File: src/rtl/mem_bus_arbiter_pkg.sv
// Shared types and constants for the memory bus arbiter: default bus widths,
// FSM state encoding and transfer direction values.
package mem_bus_arbiter_pkg;

  localparam int ADDR_WIDTH_DEF = 16;
  localparam int DATA_WIDTH_DEF = 8;

  typedef enum logic [1:0] {
    IDLE    = 2'd0,
    ACCESS  = 2'd1,
    RELEASE = 2'd2
  } state_e;

  localparam logic DIR_READ  = 1'b1;
  localparam logic DIR_WRITE = 1'b0;

endpackage

File: src/rtl/mem_bus_arbiter_rr_arbiter.sv
// Combinational round-robin pick: first set request searching upward from
// the slot after the previous winner, wrapping around.
module rr_arbiter #(
  parameter int NUM_REQ = 2,
  parameter int IDX_W   = $clog2(NUM_REQ)
) (
  input  logic [NUM_REQ-1:0] req,
  input  logic [IDX_W-1:0]   ptr,
  output logic [IDX_W-1:0]   winner,
  output logic               any_req
);

  always_comb begin
    logic [IDX_W-1:0] cand;
    // NOTE: every variable written here gets a default first, so no path
    // can leave it unassigned and infer a latch.
    cand   = '0;
    winner = '0;
    // Scan farthest-first so the nearest set request is the last one written.
    for (int k = NUM_REQ; k >= 1; k--) begin
      cand = IDX_W'((int'(ptr) + k) % NUM_REQ);
      if (req[cand]) winner = cand;
    end
  end

  assign any_req = |req;

endmodule

File: src/rtl/mem_bus_arbiter.sv
// Round-robin owner of the shared memory bus: grants one requester, runs a
// single bus transaction with a VALID timeout, then releases the bus.
module mem_bus_arbiter
  import mem_bus_arbiter_pkg::*;
#(
  parameter int NUM_REQ    = 2,
  parameter int ADDR_WIDTH = ADDR_WIDTH_DEF,
  parameter int DATA_WIDTH = DATA_WIDTH_DEF,
  parameter int TIMEOUT    = 16
) (
  input  logic                          clk,
  input  logic                          reset,
  input  logic [NUM_REQ-1:0]            req,
  input  logic [NUM_REQ-1:0]            req_rd_wr_bar,
  input  logic [NUM_REQ*ADDR_WIDTH-1:0] req_addr,
  input  logic [NUM_REQ*DATA_WIDTH-1:0] req_wdata,
  output logic [NUM_REQ-1:0]            gnt,
  output logic [NUM_REQ-1:0]            done,
  output logic                          err,
  output logic [DATA_WIDTH-1:0]         rdata,
  output logic [ADDR_WIDTH-1:0]         mem_address,
  output logic [DATA_WIDTH-1:0]         mem_data_out,
  output logic                          mem_data_oe,
  input  logic [DATA_WIDTH-1:0]         mem_data_in,
  output logic                          mem_rd_wr_bar,
  output logic                          mem_cs,
  input  logic                          mem_valid
);

  localparam int IDX_W = $clog2(NUM_REQ);
  localparam int CNT_W = $clog2(TIMEOUT);

  state_e                state_q, state_d;
  logic [IDX_W-1:0]      ptr_q, ptr_d;
  logic [CNT_W-1:0]      cnt_q, cnt_d;
  logic [NUM_REQ-1:0]    gnt_q, gnt_d;
  logic [NUM_REQ-1:0]    done_q, done_d;
  logic                  err_q, err_d;
  logic [DATA_WIDTH-1:0] rdata_q, rdata_d;
  logic [ADDR_WIDTH-1:0] addr_q, addr_d;
  logic [DATA_WIDTH-1:0] wdata_q, wdata_d;
  logic                  rw_q, rw_d;
  logic                  cs_q, cs_d;
  logic                  oe_q, oe_d;

  logic [IDX_W-1:0]      winner;
  logic                  any_req;

  rr_arbiter #(
    .NUM_REQ (NUM_REQ)
  ) u_rr_arbiter (
    .req     (req),
    .ptr     (ptr_q),
    .winner  (winner),
    .any_req (any_req)
  );

  always_comb begin
    state_d = state_q;
    ptr_d   = ptr_q;
    cnt_d   = cnt_q;
    gnt_d   = gnt_q;
    done_d  = '0;
    err_d   = 1'b0;
    rdata_d = rdata_q;
    addr_d  = addr_q;
    wdata_d = wdata_q;
    rw_d    = rw_q;
    cs_d    = cs_q;
    oe_d    = oe_q;

    unique case (state_q)
      IDLE: begin
        if (any_req) begin
          state_d        = ACCESS;
          ptr_d          = winner;
          cnt_d          = '0;
          gnt_d          = '0;
          gnt_d[winner]  = 1'b1;
          cs_d           = 1'b1;
          for (int i = 0; i < NUM_REQ; i++) begin
            if (IDX_W'(i) == winner) begin
              addr_d  = req_addr[i*ADDR_WIDTH +: ADDR_WIDTH];
              wdata_d = req_wdata[i*DATA_WIDTH +: DATA_WIDTH];
              rw_d    = req_rd_wr_bar[i];
            end
          end
          oe_d = (rw_d == DIR_WRITE);
        end
      end

      ACCESS: begin
        // VALID is checked before the timeout so a late slave still wins.
        if (mem_valid) begin
          if (rw_q == DIR_READ) rdata_d = mem_data_in;
          done_d  = gnt_q;
          cs_d    = 1'b0;
          oe_d    = 1'b0;
          state_d = RELEASE;
        end else if (cnt_q == CNT_W'(TIMEOUT - 1)) begin
          done_d  = gnt_q;
          err_d   = 1'b1;
          cs_d    = 1'b0;
          oe_d    = 1'b0;
          state_d = RELEASE;
        end else begin
          cnt_d = cnt_q + CNT_W'(1);
        end
      end

      RELEASE: begin
        gnt_d   = '0;
        state_d = IDLE;
      end

      default: begin
        gnt_d   = '0;
        cs_d    = 1'b0;
        oe_d    = 1'b0;
        state_d = IDLE;
      end
    endcase
  end

  always_ff @(posedge clk) begin
    // NOTE: state registers use non-blocking assignments so every flop
    // samples the pre-edge value of the others, independent of block order.
    if (!reset) begin
      state_q <= IDLE;
      ptr_q   <= IDX_W'(NUM_REQ - 1);
      cnt_q   <= '0;
      gnt_q   <= '0;
      done_q  <= '0;
      err_q   <= 1'b0;
      rdata_q <= '0;
      addr_q  <= '0;
      wdata_q <= '0;
      rw_q    <= DIR_READ;
      cs_q    <= 1'b0;
      oe_q    <= 1'b0;
    end else begin
      state_q <= state_d;
      ptr_q   <= ptr_d;
      cnt_q   <= cnt_d;
      gnt_q   <= gnt_d;
      done_q  <= done_d;
      err_q   <= err_d;
      rdata_q <= rdata_d;
      addr_q  <= addr_d;
      wdata_q <= wdata_d;
      rw_q    <= rw_d;
      cs_q    <= cs_d;
      oe_q    <= oe_d;
    end
  end

  assign gnt           = gnt_q;
  assign done          = done_q;
  assign err           = err_q;
  assign rdata         = rdata_q;
  assign mem_address   = addr_q;
  assign mem_data_out  = wdata_q;
  assign mem_data_oe   = oe_q;
  assign mem_rd_wr_bar = rw_q;
  assign mem_cs        = cs_q;

endmodule

File: config.mk
export PLATFORM = sky130hd
export DESIGN_NAME = mem_bus_arbiter
export DESIGN_NICKNAME = d
export VERILOG_FILES = /design/src/rtl/mem_bus_arbiter_pkg.sv /design/src/rtl/mem_bus_arbiter_rr_arbiter.sv /design/src/rtl/mem_bus_arbiter.sv
export SDC_FILE = /design/constraint.sdc
export NUM_CORES = 1
export LEC_CHECK = 0
export ABC_AREA = 1
export CAP_MARGIN = 10
export CELL_PAD_IN_SITES_DETAIL_PLACEMENT = 1
export CELL_PAD_IN_SITES_GLOBAL_PLACEMENT = 1
export CORE_MARGIN = 2
export CORE_UTILIZATION = 27
export DETAILED_ROUTE_END_ITERATION = 10
export GPL_ROUTABILITY_DRIVEN = 0
export PLACE_DENSITY = 0.87
export SYNTH_ARGS = -nofsm -noshare
export SYNTH_HDL_FRONTEND = slang
export SYNTH_HIERARCHICAL = 1
export SYNTH_SLANG_ARGS = --single-unit
File: constraint.sdc
create_clock -name clk -period 1.7 [get_ports clk]
set_clock_uncertainty 0.05 [all_clocks]
set_input_delay 0.34 -clock clk [delete_from_list [all_inputs] [get_ports clk]]
set_output_delay 0.34 -clock clk [all_outputs]
set_load 0.02 [all_outputs]
==> impl_results.md, run 1 <==
* Clock sinks at 47
* Post-Syn Nets at 376
* First-pass GRT wire length at 10.3 mm
* R2R depth at 8
* CP Cell Sequence: clkdlybuf4s50_1
* Area grow syn2layout at 60.8%
* Clk buf depth at 2
* Row count at 32
* Worst skew pair latency at 0.30 ns
* Worst-path clk slew at 0.09 ns
* Post-DRT Antenna Nets at 0
* Mapped Cells at 312
* Yosys warns at 6
* Core box area at 7690 sq um
* Synth unique cells at 22
* CTS Hold Bufs at 0
* Post-Syn Area per Cell at 6.83 sq um
* Setup violations, final at 0
* Antenna violations before repair at 0
* Required @ worst endpoint at 1.31 ns
* Nets@finish at 480
* Worst slew pin tran at 0.307 ns
* Routed WL at 6.36 mm
* Worst hold path depth at 2
* Avg WL per Cell at 12.3 um
* CP max stage delay at about 0.6 ns
* DRC Markers at 0
* Crit path buffers/inverters at 1
* Initial Util at between 20 and 30%
* Final-report hold violation count at 0
* Port-buffer cells at 102
* CTS Buf Count at 5
* Detailed Place HPWL at about 5 mm
* Top Ports at 103
* Critical path depth at 1
* Status: finished, final reports clean
* Pin count of the biggest net entering global routing at 29
* Die height at 92.9 um
* CTS H-tree lvls at 2
* Peak supply drop at 0.332 mV
* Period utilization at 97.3%
* Yosys top cell by area: dfxtp_1
* Chip Width at 92.9 um
* Top cell type's share of synthesized area at 44.1%
* Diode count at 0
* Filler Cells Inserted at roughly 990
* Via count at 2292
* CTS tree: yes
* Hold WS at roughly 0.40 ns
* RSZ-0062 raised after global routing: no
* Vias in the first global route at 2387
* Seq cells post-synth at 47
* CP startpoint kind: flip-flop
* Pwr Total at 2850 uW
* Crit path time final at 1.65 ns
* Placed cells at roughly 500
* Max cap viols at 0
* Slew Limit Headroom at 79.5%
* PwrDens at just over 800 nW/um^2
* Grt ovf at 0
* Drt initial violations at 46
* CP max stage cell: clkdlybuf4s50_1
* CP max FO at 2
* Hold crit path type: flip-flop to flip-flop
* CTS root buffer: clkbuf_8
* Critical path class: flip-flop to primary output
* CP Capture Type: primary output
* Setup WS pre-CTS at -0.149 ns
* CP arrival at between 1 and 1.5 ns
* Share of cells above drive strength 1 at 6.95%
* Total GRT Usage at 14.9%
* Max Slew Vio Count at 0
* Top delay family on crit path: buffers and inverters
* Mapped Area at 2130 sq um
* LEAKAGE at 0.00168 uW
* Largest cells by area after synthesis: dfxtp_1, nand2_1, a21oi_1
* Max Freq at 0.604 GHz
* First drt pass iteration count at 4
* Die ar. at 8620 sq um
* Sequential area share after synthesis at 44.1%
* Vias per cell at 4.42
* Post-route setup slack at 0.0456 ns
* Non-Filler Instances at 519
## final cells by class
cell class                 instances  area (sq um)  share of cell area [%]
timing repair buffer             111          1160                    33.8
tap                              102           128                    3.72
sequential                        47           941                    27.4
clock buffer                       5          68.8                    2.01
multi-input combinational        230          1000                    29.3
clock inverter                     3          43.8                    1.28
inverter                          21          82.6                    2.41
## worst paths after layout
kind                                  start     endpoint  slack [ns]
worst max-delay path            mem_data_oe  mem_data_oe        0.05
worst min-delay path                 gnt[1]      done[1]        0.40
worst max register to register     cnt_q[0]     cnt_q[2]        0.38
worst min register to register       gnt[1]      done[1]        0.40
## flip-flops by register name, indices dropped and copies added (netlist names)
| name | count |
|---|---|
| gnt | 2 |
| mem_data_out | 8 |
| cnt_q | 4 |
| mem_rd_wr_bar | 1 |
| done | 2 |
| mem_address | 16 |
| err | 1 |
| mem_cs | 1 |
| rdata | 8 |
| mem_data_oe | 1 |
| state_q | 2 |
| ptr_q | 1 |
## report_power, final
group	switching (uW)	total, uW	internal [uW]
registers	55.1	1240	1190
clock network	380	818	438
logic	399	787	388
total	834	2850	2020
## per-layer routing
metal  GRT usage (%)  wire length, um
met3            4.31              398
met1            16.2             2660
met4            3.68               63
met5               0                0
met2            28.2             3240
## Yosys cell counts
cell / n
o21ai_1: 2
inv_2: 3
clkinv_2: 1
nor2_1: 22
buf_2: 5
ha_1: 1
nand3_1: 7
nor2_4: 2
a21oi_1: 31
buf_8: 1
nand3_2: 1
clkbuf_1: 2
buf_6: 4
inv_4: 1
o21ai_0: 9
nand3_4: 3
nor3_1: 2
inv_1: 16
buf_4: 2
dfxtp_1: 47
nand2_1: 149
or2_1: 1
## per-stage QoR
stage | TNS (ns) | cell area, sq um | util (%)
after global routing | 0 | 3430 | 44.6
after global placement | -2.35 | 3280 | 42.7
after floorplan | 0 | 2130 | -
after detailed placement | -3.53 | 3280 | 42.7
after CTS | 0 | 3390 | 44.1
final | 0 | 3430 | 44.6
## cells by family (layout without fill, tap and decap cells)
logic type               after synthesis  after routing  share of synthesized area [%]
AO/OA/AOI/OAI                         42             42                           9.86
buffers and inverters                 35            140                           8.92
flip-flops                            47             47                           44.1
adder cells (fa/ha/maj)                1              1                          0.587
AND/OR/NAND/NOR                      187            187                           36.5
## cell usage in the layout (no fill, tap or decap), types with 2 or more instances in the layout
cell,Yosys,layout
nor2_1,22,22
nor2_4,2,2
nand2_1,149,149
inv_2,3,3
clkinv_2,1,2
clkdlybuf4s50_1,0,87
clkbuf_8,0,5
o21ai_1,2,2
nand3_4,3,3
nand3_1,7,7
buf_12,0,3
dfxtp_1,47,47
buf_4,2,6
inv_1,16,16
dlymetal6s2s_1,0,14
nor3_1,2,2
a21oi_1,31,30
o21ai_0,9,9
## repair_timing
action / in CTS / in global routing
gates cloned: 0 / 0
pin swaps: 0 / 0
setup buffers: 0 / 0
setup endpoints to repair: 1 / 14
gates resized for setup: 1 / 14
(Power assumes the default switching activity.)
==> run 2, diff against run 1 <==
--- a/config.mk
+++ b/config.mk
@@ -5,14 +5,14 @@
 export SDC_FILE = /design/constraint.sdc
 export NUM_CORES = 1
 export LEC_CHECK = 0
-export ABC_AREA = 1
+export ABC_AREA = 0
 export CAP_MARGIN = 10
 export CELL_PAD_IN_SITES_DETAIL_PLACEMENT = 1
 export CELL_PAD_IN_SITES_GLOBAL_PLACEMENT = 1
 export CORE_MARGIN = 2
-export CORE_UTILIZATION = 27
+export CORE_UTILIZATION = 29
 export DETAILED_ROUTE_END_ITERATION = 10
-export GPL_ROUTABILITY_DRIVEN = 0
+export GPL_ROUTABILITY_DRIVEN = 1
 export PLACE_DENSITY = 0.87
 export SYNTH_ARGS = -nofsm -noshare
 export SYNTH_HDL_FRONTEND = slang
==> run 2 against run 1 <==
- power is 6.6% higher
- critical endpoint is now cnt_q[3]
- synthesized area fell by 0.35%
- maximum frequency fell by 2.0%
- cell area grew 2.7%
- combinational power is 16% higher
==> impl_results.md, run 2 <==
* Status: finished, final reports clean (unchanged)
* Post-DRT Antenna Nets at 0 (unchanged)
* Yosys top cell by area: dfxtp_1 (unchanged)
* Largest family of logic cells by synthesized area: compound AO/OA/AOI/OAI gates (was simple AND/OR/NAND/NOR gates)
* CP Capture Type: flip-flop (was primary output)
* Reg2Reg Capture Point: cnt_q[3] (was cnt_q[2])
* CP arrival at 1.84 ns (was 1.26 ns)
* CTS root buffer: clkbuf_8 (unchanged)
* Post-synth ARST share at 0% (unchanged)
* Grt ovf at 0 (unchanged)
* Post-Syn Area per Cell at 10.1 sq um (was 6.83 sq um)
* DRC Markers at 0 (unchanged)
* Launch point of the worst path: req[1] (was mem_data_oe)
* LEAKAGE at 0.00139 uW (was 0.00168 uW)
* Drt initial violations at 31 (was 46)
* Yosys warns at 6 (unchanged)
* Total GRT Usage at 15.1% (was 14.9%)
* Core box area at 7180 sq um (was 7690 sq um)
* Setup violations, final at 0 (unchanged)
* PwrDens at 863 nW/um^2 (was 831 nW/um^2)
* Critical path class: primary input to flip-flop (was flip-flop to primary output)
* Filler Cells Inserted at 804 (was 986)
* Vias per cell at 4.70 (was 4.42)
* Share of cells above drive strength 1 at 17.1% (was 6.95%)
* Peak supply drop at 0.396 mV (was 0.332 mV)
* Top Ports at 103 (unchanged)
* CP max FO at 6 (was 2)
* Synth Flop Type: dfxtp_1 (unchanged)
* Initial Util at 29.6% (was 27.7%)
* Clk buf depth at 2 (unchanged)
* Port-buffer cells at 102 (unchanged)
* Slew Limit Headroom at 66.8% (was 79.5%)
* Pin count of the biggest net entering global routing at 44 (was 29)
* Detailed Place HPWL at 4.80 mm (was 5.01 mm)
* Clock sinks at 47 (unchanged)
* Non-Filler Instances at 421 (was 519)
* Chip Width at 89.6 um (was 92.9 um)
* R2r setup slk at 0.12 ns (was 0.38 ns)
* End of the critical path: cnt_q[3] (was mem_data_oe)
* Mux cell area share after synthesis at 11.8% (was 0%)
* Avg WL per Cell at 15.5 um (was 12.3 um)
* Diode count at 0 (unchanged)
* CP startpoint kind: primary input (was flip-flop)
* Post-route setup slack at 0.0122 ns (was 0.0456 ns)
* Area grow syn2layout at 65.7% (was 60.8%)
* Setup WS pre-CTS at -0.308 ns (was -0.149 ns)
* CP Cell Sequence: clkdlybuf4s50_1 -> or2_1 -> nor3b_4 -> buf_12 -> a21o_4 -> a311oi_2 (was clkdlybuf4s50_1)
* Die ar. at 8030 sq um (was 8620 sq um)
* Seq cells post-synth at 47 (unchanged)
* Synth unique cells at 35 (was 22)
* Most common cell after layout, fill and taps aside: clkdlybuf4s50_1 (was nand2_1)
* Post-Syn Nets at 275 (was 376)
* Final-report hold violation count at 0 (unchanged)
* Mapped Area at 2120 sq um (was 2130 sq um)
* Most common cell in the netlist: dfxtp_1 (was nand2_1)
* Required @ worst endpoint at 1.86 ns (was 1.31 ns)
* Period utilization at 99.3% (was 97.3%)
* Hold crit path type: flip-flop to flip-flop (unchanged)
* Post-synthesis xor/xnor area fraction at 0% (unchanged)
* Worst-path clk slew at 0.09 ns (about the same)
* Routed WL at 6.52 mm (was 6.36 mm)
* Antenna violations before repair at 0 (unchanged)
* Synth Area in Compound Gates at 21.4% (was 9.86%)
* Placed cells at 410 (was 511)
* Crit path time final at 1.69 ns (was 1.65 ns)
* Max Slew Vio Count at 0 (unchanged)
* Largest register FFs at 16 (unchanged)
* Nets@finish at 385 (was 480)
* Largest cells by area after synthesis: dfxtp_1, a211oi_2, mux2i_1 (was dfxtp_1, nand2_1, a21oi_1)
* First drt pass iteration count at 4 (unchanged)
* CTS tree: yes (unchanged)
* Area taken by multi-input logic gates at 1090 sq um (was 1000 sq um)
* Post-synth top cells: dfxtp_1, nor2_1, a211oi_2, mux2i_1, nand2_1 (was nand2_1, dfxtp_1, a21oi_1)
* Die height at 89.6 um (was 92.9 um)
* Commonest cells after routing, fill and taps aside: clkdlybuf4s50_1, dfxtp_1, nor2_1, a211oi_2, mux2i_1 (was nand2_1, clkdlybuf4s50_1, dfxtp_1, a21oi_1, nor2_1)
* CTS Buf Count at 5 (unchanged)
* Worst slew pin tran at 0.496 ns (was 0.307 ns)
* Simple-gate portion of the synthesized area at 16.4% (was 36.5%)
* CP max stage cell: clkdlybuf4s50_1 (unchanged)
* Placer Congestion at 0.781
* First-pass GRT wire length at 9.50 mm (was 10.3 mm)
* Row count at 31 (was 32)
* Worst skew pair latency at 0.30 ns (about the same)
* R2R depth at 4 (was 8)
* Adder-cell share of the synthesized area at 0.589% (was 0.587%)
* CP max stage delay at 0.41 ns (was 0.61 ns)
* CTS H-tree lvls at 2 (unchanged)
* Top cell type's share of synthesized area at 44.3% (was 44.1%)
* Max Freq at 0.593 GHz (was 0.604 GHz)
* Register area at 941 sq um (unchanged)
* Final cell utilization of the core at 49.1% (was 44.6%)
* Mapped Cells at 211 (was 312)
* Post-synth EDFFs at 0 (unchanged)
* Via count at 1979 (was 2292)
* Vias in the first global route at 1990 (was 2387)
* Reg2reg start: cnt_q[1] (was cnt_q[0])
* Max cap viols at 0 (unchanged)
* Sequential area share after synthesis at 44.3% (was 44.1%)
run 2: power by group:
group	switching, uW	internal, uW	total [uW]
clock network	385	477	861
registers	63.7	1200	1260
logic	425	489	914
total	874	2160	3040
run 2: cell families after synthesis:
group	count (synthesis)
adders and majority gates	1
AOI/OAI and AO/OA	48
and+or+nand+nor	71
DFF	47
muxes	25
buffers and inverters	19
run 2: cell type report:
class,instances,share of cell area [%]
Multi-Input combinational cell,145,31.1
Timing Repair Buffer,118,34.9
Inverter,4,0.426
Sequential cell,47,26.7
Clock buffer,6,2.35
Tap cell,99,3.52
Clock inverter,2,0.995
run 2: what timing repair did:
item                                    4_1_cts  5_1_grt
gates cloned                                  0        2
gates resized for setup                       2       10
endpoints found under the hold margin         0        0
pin swaps                                     0        1
endpoints found under the setup margin        2       29
buffers inserted                              0        1
hold buffers                                  0        0
run 2: through the flow:
step           setup TNS, ns  power (uW)  instance area (sq um)  hold WS [ns]
6_report                   0        3040                   3520         0.410
4_1_cts                    0        3020                   3420         0.415
2_1_floorplan              0        1740                   2120         0.388
5_1_grt              -0.0260        3180                   3520         0.434
3_5_place_dp           -7.27        2160                   3300         0.405
3_3_place_gp           -4.95        2120                   3300         0.391
run 2: critical path, delay by kind of cell:
family | cells | cell delay, ns
AO/OA/AOI/OAI | 2 | 0.49
buffers and inverters | 2 | 0.56
AND/OR/NAND/NOR | 2 | 0.44
run 2: how the worst min path moves through the flow:
| stage | startpoint | end | slack, ns | depth (start not counted) |
|---|---|---|---|---|
| 2_1_floorplan | ptr_q | ptr_q | 0.39 | 2 |
| 3_3_place_gp | rdata[3] | rdata[3] | 0.39 | 2 |
| 3_5_place_dp | rdata[5] | rdata[5] | 0.40 | 2 |
| 4_1_cts | rdata[5] | rdata[5] | 0.42 | 2 |
| 5_1_grt | rdata[6] | rdata[6] | 0.43 | 2 |
| 6_report | rdata[5] | rdata[5] | 0.41 | 2 |
run 2: per-layer routing:
| layer | share of wire [%] | vias to the layer above | track usage [%] |
|---|---|---|---|
| met2 | 51 | 64 | 28.1 |
| met4 | 0.44 | 0 | 2.85 |
| met5 | 0 | - | 0 |
| li1 | - | 960 | - |
| met1 | 41 | 951 | 17.4 |
| met3 | 6.9 | 4 | 4.02 |
==> run 3, diff against run 2 <==
--- a/config.mk
+++ b/config.mk
@@ -10,11 +10,10 @@
 export CELL_PAD_IN_SITES_DETAIL_PLACEMENT = 1
 export CELL_PAD_IN_SITES_GLOBAL_PLACEMENT = 1
 export CORE_MARGIN = 2
-export CORE_UTILIZATION = 29
+export CORE_UTILIZATION = 28
 export DETAILED_ROUTE_END_ITERATION = 10
 export GPL_ROUTABILITY_DRIVEN = 1
-export PLACE_DENSITY = 0.87
+export PLACE_DENSITY = 0.89
 export SYNTH_ARGS = -nofsm -noshare
 export SYNTH_HDL_FRONTEND = slang
-export SYNTH_HIERARCHICAL = 1
 export SYNTH_SLANG_ARGS = --single-unit
==> run 3 against run 2 <==
- die area decreased by 1.4%
- maximum frequency is 1.4% higher
- clock-buffer cell count stayed put
- critical path type is now flip-flop to primary output
- register-to-register slack lost 0.03 ns
- critical endpoint is now mem_address[8]
==> impl_results.md, run 3 <==
* Vias per cell at 5.04 (was 4.70)
* Total GRT Usage at 19.5% (was 15.1%)
* Max Slew Vio Count at 0 (unchanged)
* Core box area at 6910 sq um (was 7180 sq um)
* Worst skew pair latency at 0.30 ns (about the same)
* Grt ovf at 0 (unchanged)
* CP max stage cell: clkdlybuf4s50_1 (unchanged)
* Vias in the first global route at 2567 (was 1990)
* CP Cell Sequence: clkdlybuf4s50_1 (was clkdlybuf4s50_1 -> or2_1 -> nor3b_4 -> buf_12 -> a21o_4 -> a311oi_2)
* Required @ worst endpoint at 1.31 ns (was 1.86 ns)
* WHS Endpoint: rdata[1] (was rdata[5])
* Max cap viols at 0 (unchanged)
* Non-Filler Instances at 454 (was 421)
* Sequential area share after synthesis at 46.5% (was 44.3%)
* Hold crit path type: flip-flop to flip-flop (unchanged)
* CTS root buffer: clkbuf_8 (unchanged)
* Max Freq at 0.601 GHz (was 0.593 GHz)
* CTS Buf Count at 5 (unchanged)
* Yosys top cell by area: dfxtp_1 (unchanged)
* CP arrival at 1.28 ns (was 1.84 ns)
* Clock sinks at 47 (unchanged)
* Hold path startpoint: rdata[1] (was rdata[5])
* Most common cell after layout, fill and taps aside: clkdlybuf4s50_1 (unchanged)
* Crit path buffers/inverters at 1 (was 2)
* First-pass GRT wire length at 12.1 mm (was 9.50 mm)
* Port-buffer cells at 102 (unchanged)
* Via count at 2289 (was 1979)
* Row count at 30 (was 31)
* Worst hold path depth at 2 (unchanged)
* Filler Cells Inserted at 838 (was 804)
* Share of cells above drive strength 1 at 11.5% (was 17.1%)
* Top Ports at 103 (unchanged)
* Setup violations, final at 0 (unchanged)
* Final-report hold violation count at 0 (unchanged)
* Drt initial violations at 63 (was 31)
* Status: finished, final reports clean (unchanged)
* Pwr Total at 2870 uW (was 3040 uW)
* CP max FO at 2 (was 6)
* Diode count at 0 (unchanged)
* Most common cell in the netlist: dfxtp_1 (unchanged)
* Mapped Cells at 245 (was 211)
* Largest register FFs at 16 (unchanged)
* Final cell utilization of the core at 49.8% (was 49.1%)
* Placed cells at 446 (was 410)
* First drt pass iteration count at 4 (unchanged)
* R2r setup slk at 0.09 ns (was 0.12 ns)
* CP startpoint kind: flip-flop (was primary input)
* Setup WS pre-CTS at -0.173 ns (was -0.308 ns)
* Post-DRT Antenna Nets at 0 (unchanged)
* Peak supply drop at 0.332 mV (was 0.396 mV)
* Routed WL at 7.60 mm (was 6.52 mm)
* Crit path time final at 1.67 ns (was 1.69 ns)
* CP Capture Type: primary output (was flip-flop)
* Largest cells by area after synthesis: dfxtp_1, nand3_1, a31oi_1 (was dfxtp_1, a211oi_2, mux2i_1)
* Avg WL per Cell at 16.7 um (was 15.5 um)
* Chip Width at 89.0 um (was 89.6 um)
* Commonest cells after routing, fill and taps aside: clkdlybuf4s50_1, dfxtp_1, nand3_1, o21ai_0, buf_4 (was clkdlybuf4s50_1, dfxtp_1, nor2_1, a211oi_2, mux2i_1)
* Post-route setup slack at 0.0348 ns (was 0.0122 ns)
* Top delay family on crit path: buffers and inverters (unchanged)
* RSZ-0062 raised after global routing: no
* Placer Congestion at 0.837 (was 0.781)
* Detailed Place HPWL at 5.67 mm (was 4.80 mm)
* Critical path class: flip-flop to primary output (was primary input to flip-flop)
* Post-synth top cells: dfxtp_1, nand3_1, o21ai_0 (was dfxtp_1, nor2_1, a211oi_2, mux2i_1, nand2_1)
* Clk buf depth at 2 (unchanged)
* Reg2Reg Capture Point: mem_data_oe (was cnt_q[3])
* Postcts setup bufs at 0 (unchanged)
* Pin count of the biggest net entering global routing at 18 (was 44)
* CTS tree: yes (unchanged)
* Initial Util at 29.3% (was 29.6%)
* CP max stage delay at 0.64 ns (was 0.41 ns)
* Worst slew pin tran at 0.404 ns (was 0.496 ns)
* Post-Syn Nets at 309 (was 275)
* Post-synth ARST share at 0% (unchanged)
* Period utilization at 98.0% (was 99.3%)
* PwrDens at 833 nW/um^2 (was 863 nW/um^2)
* Antenna violations before repair at 0 (unchanged)
* Post-synth EDFFs at 0 (unchanged)
* Top cell type's share of synthesized area at 46.5% (was 44.3%)
* CTS H-tree lvls at 2 (unchanged)
* Area grow syn2layout at 70.2% (was 65.7%)
* Mapped Area at 2020 sq um (was 2120 sq um)
* R2R depth at 4 (unchanged)
* Reg2reg start: cnt_q[0] (was cnt_q[1])
* DRC Markers at 0 (unchanged)
* Yosys warns at 0 (was 6)
* Post-Syn Area per Cell at 8.25 sq um (was 10.1 sq um)
* LEAKAGE at 0.00131 uW (was 0.00139 uW)
* Synth unique cells at 35 (unchanged)
* Synth Flop Type: dfxtp_1 (unchanged)
* Nets@finish at 421 (was 385)
* Seq cells post-synth at 47 (unchanged)
* Slew Limit Headroom at 72.9% (was 66.8%)
* Die ar. at 7920 sq um (was 8030 sq um)
* Die height at 89.0 um (was 89.6 um)
* Worst-path clk slew at 0.09 ns (about the same)
[run 3: area by class of cell]
type / instances / area (sq um) / share of cell area, %
clock buffers: 6 / 82.6 / 2.40
clock inverters: 2 / 35.0 / 1.02
inverters: 7 / 26.3 / 0.763
multi-input cells: 168 / 968 / 28.1
flip-flops and latches: 47 / 942 / 27.4
well taps: 96 / 120 / 3.49
repair buffers: 128 / 1270 / 36.8
[run 3: through the flow]
stage | area [sq um] | setup TNS, ns | hold WS (ns)
5_1_grt | 3440 | 0 | 0.440
3_5_place_dp | 3310 | -2.78 | 0.407
4_1_cts | 3430 | 0 | 0.419
6_report | 3440 | 0 | 0.416
3_3_place_gp | 3310 | -1.89 | 0.393
2_1_floorplan | 2020 | 0 | 0.424
[run 3: layer usage]
layer  part of all wire, %  wire [um]  track usage, %  up-vias
li1                      -          -               -     1131
met1                    43       3240            22.1     1083
met2                    51       3890            36.9       66
met3                   4.8        362            4.06        9
met4                   1.5        112            5.56        0
met5                     0          0               0        -
[run 3: worst max path at each step]
stage / startpoint / endpoint / slack (ns) / depth (start not counted)
after floorplan: state_q[1] / cnt_q[3] / 0.21 / 5
after global placement: mem_valid / cnt_q[3] / -0.11 / 4
after detailed placement: mem_valid / cnt_q[3] / -0.17 / 4
after CTS: gnt[1] / gnt[1] / 0.01 / 1
after global routing: mem_address[7] / mem_address[7] / 0.005 / 1
final: mem_address[8] / mem_address[8] / 0.03 / 1
[run 3: logic make-up (layout without fill, tap and decap cells)]
kind of cell | Yosys count | count (layout) | share of synthesized area [%]
compound gates | 75 | 75 | 22.2
fa+ha+maj | 1 | 1 | 0.619
buf+inv | 30 | 143 | 6.31
flops | 47 | 47 | 46.5
simple gates | 92 | 92 | 24.3
[run 3: where the power goes]
group          total (uW)  internal, uW  switching (uW)
combinational         770           399             371
clock                 862           476             386
sequential           1230          1180            50.2
total                2870          2060             808
[run 3: timing repair]
action | CTS | global route
hold endpoints to repair | 0 | 0
endpoints found under the setup margin | 1 | 7
hold buffers | 0 | 0
resized for setup | 1 | 7
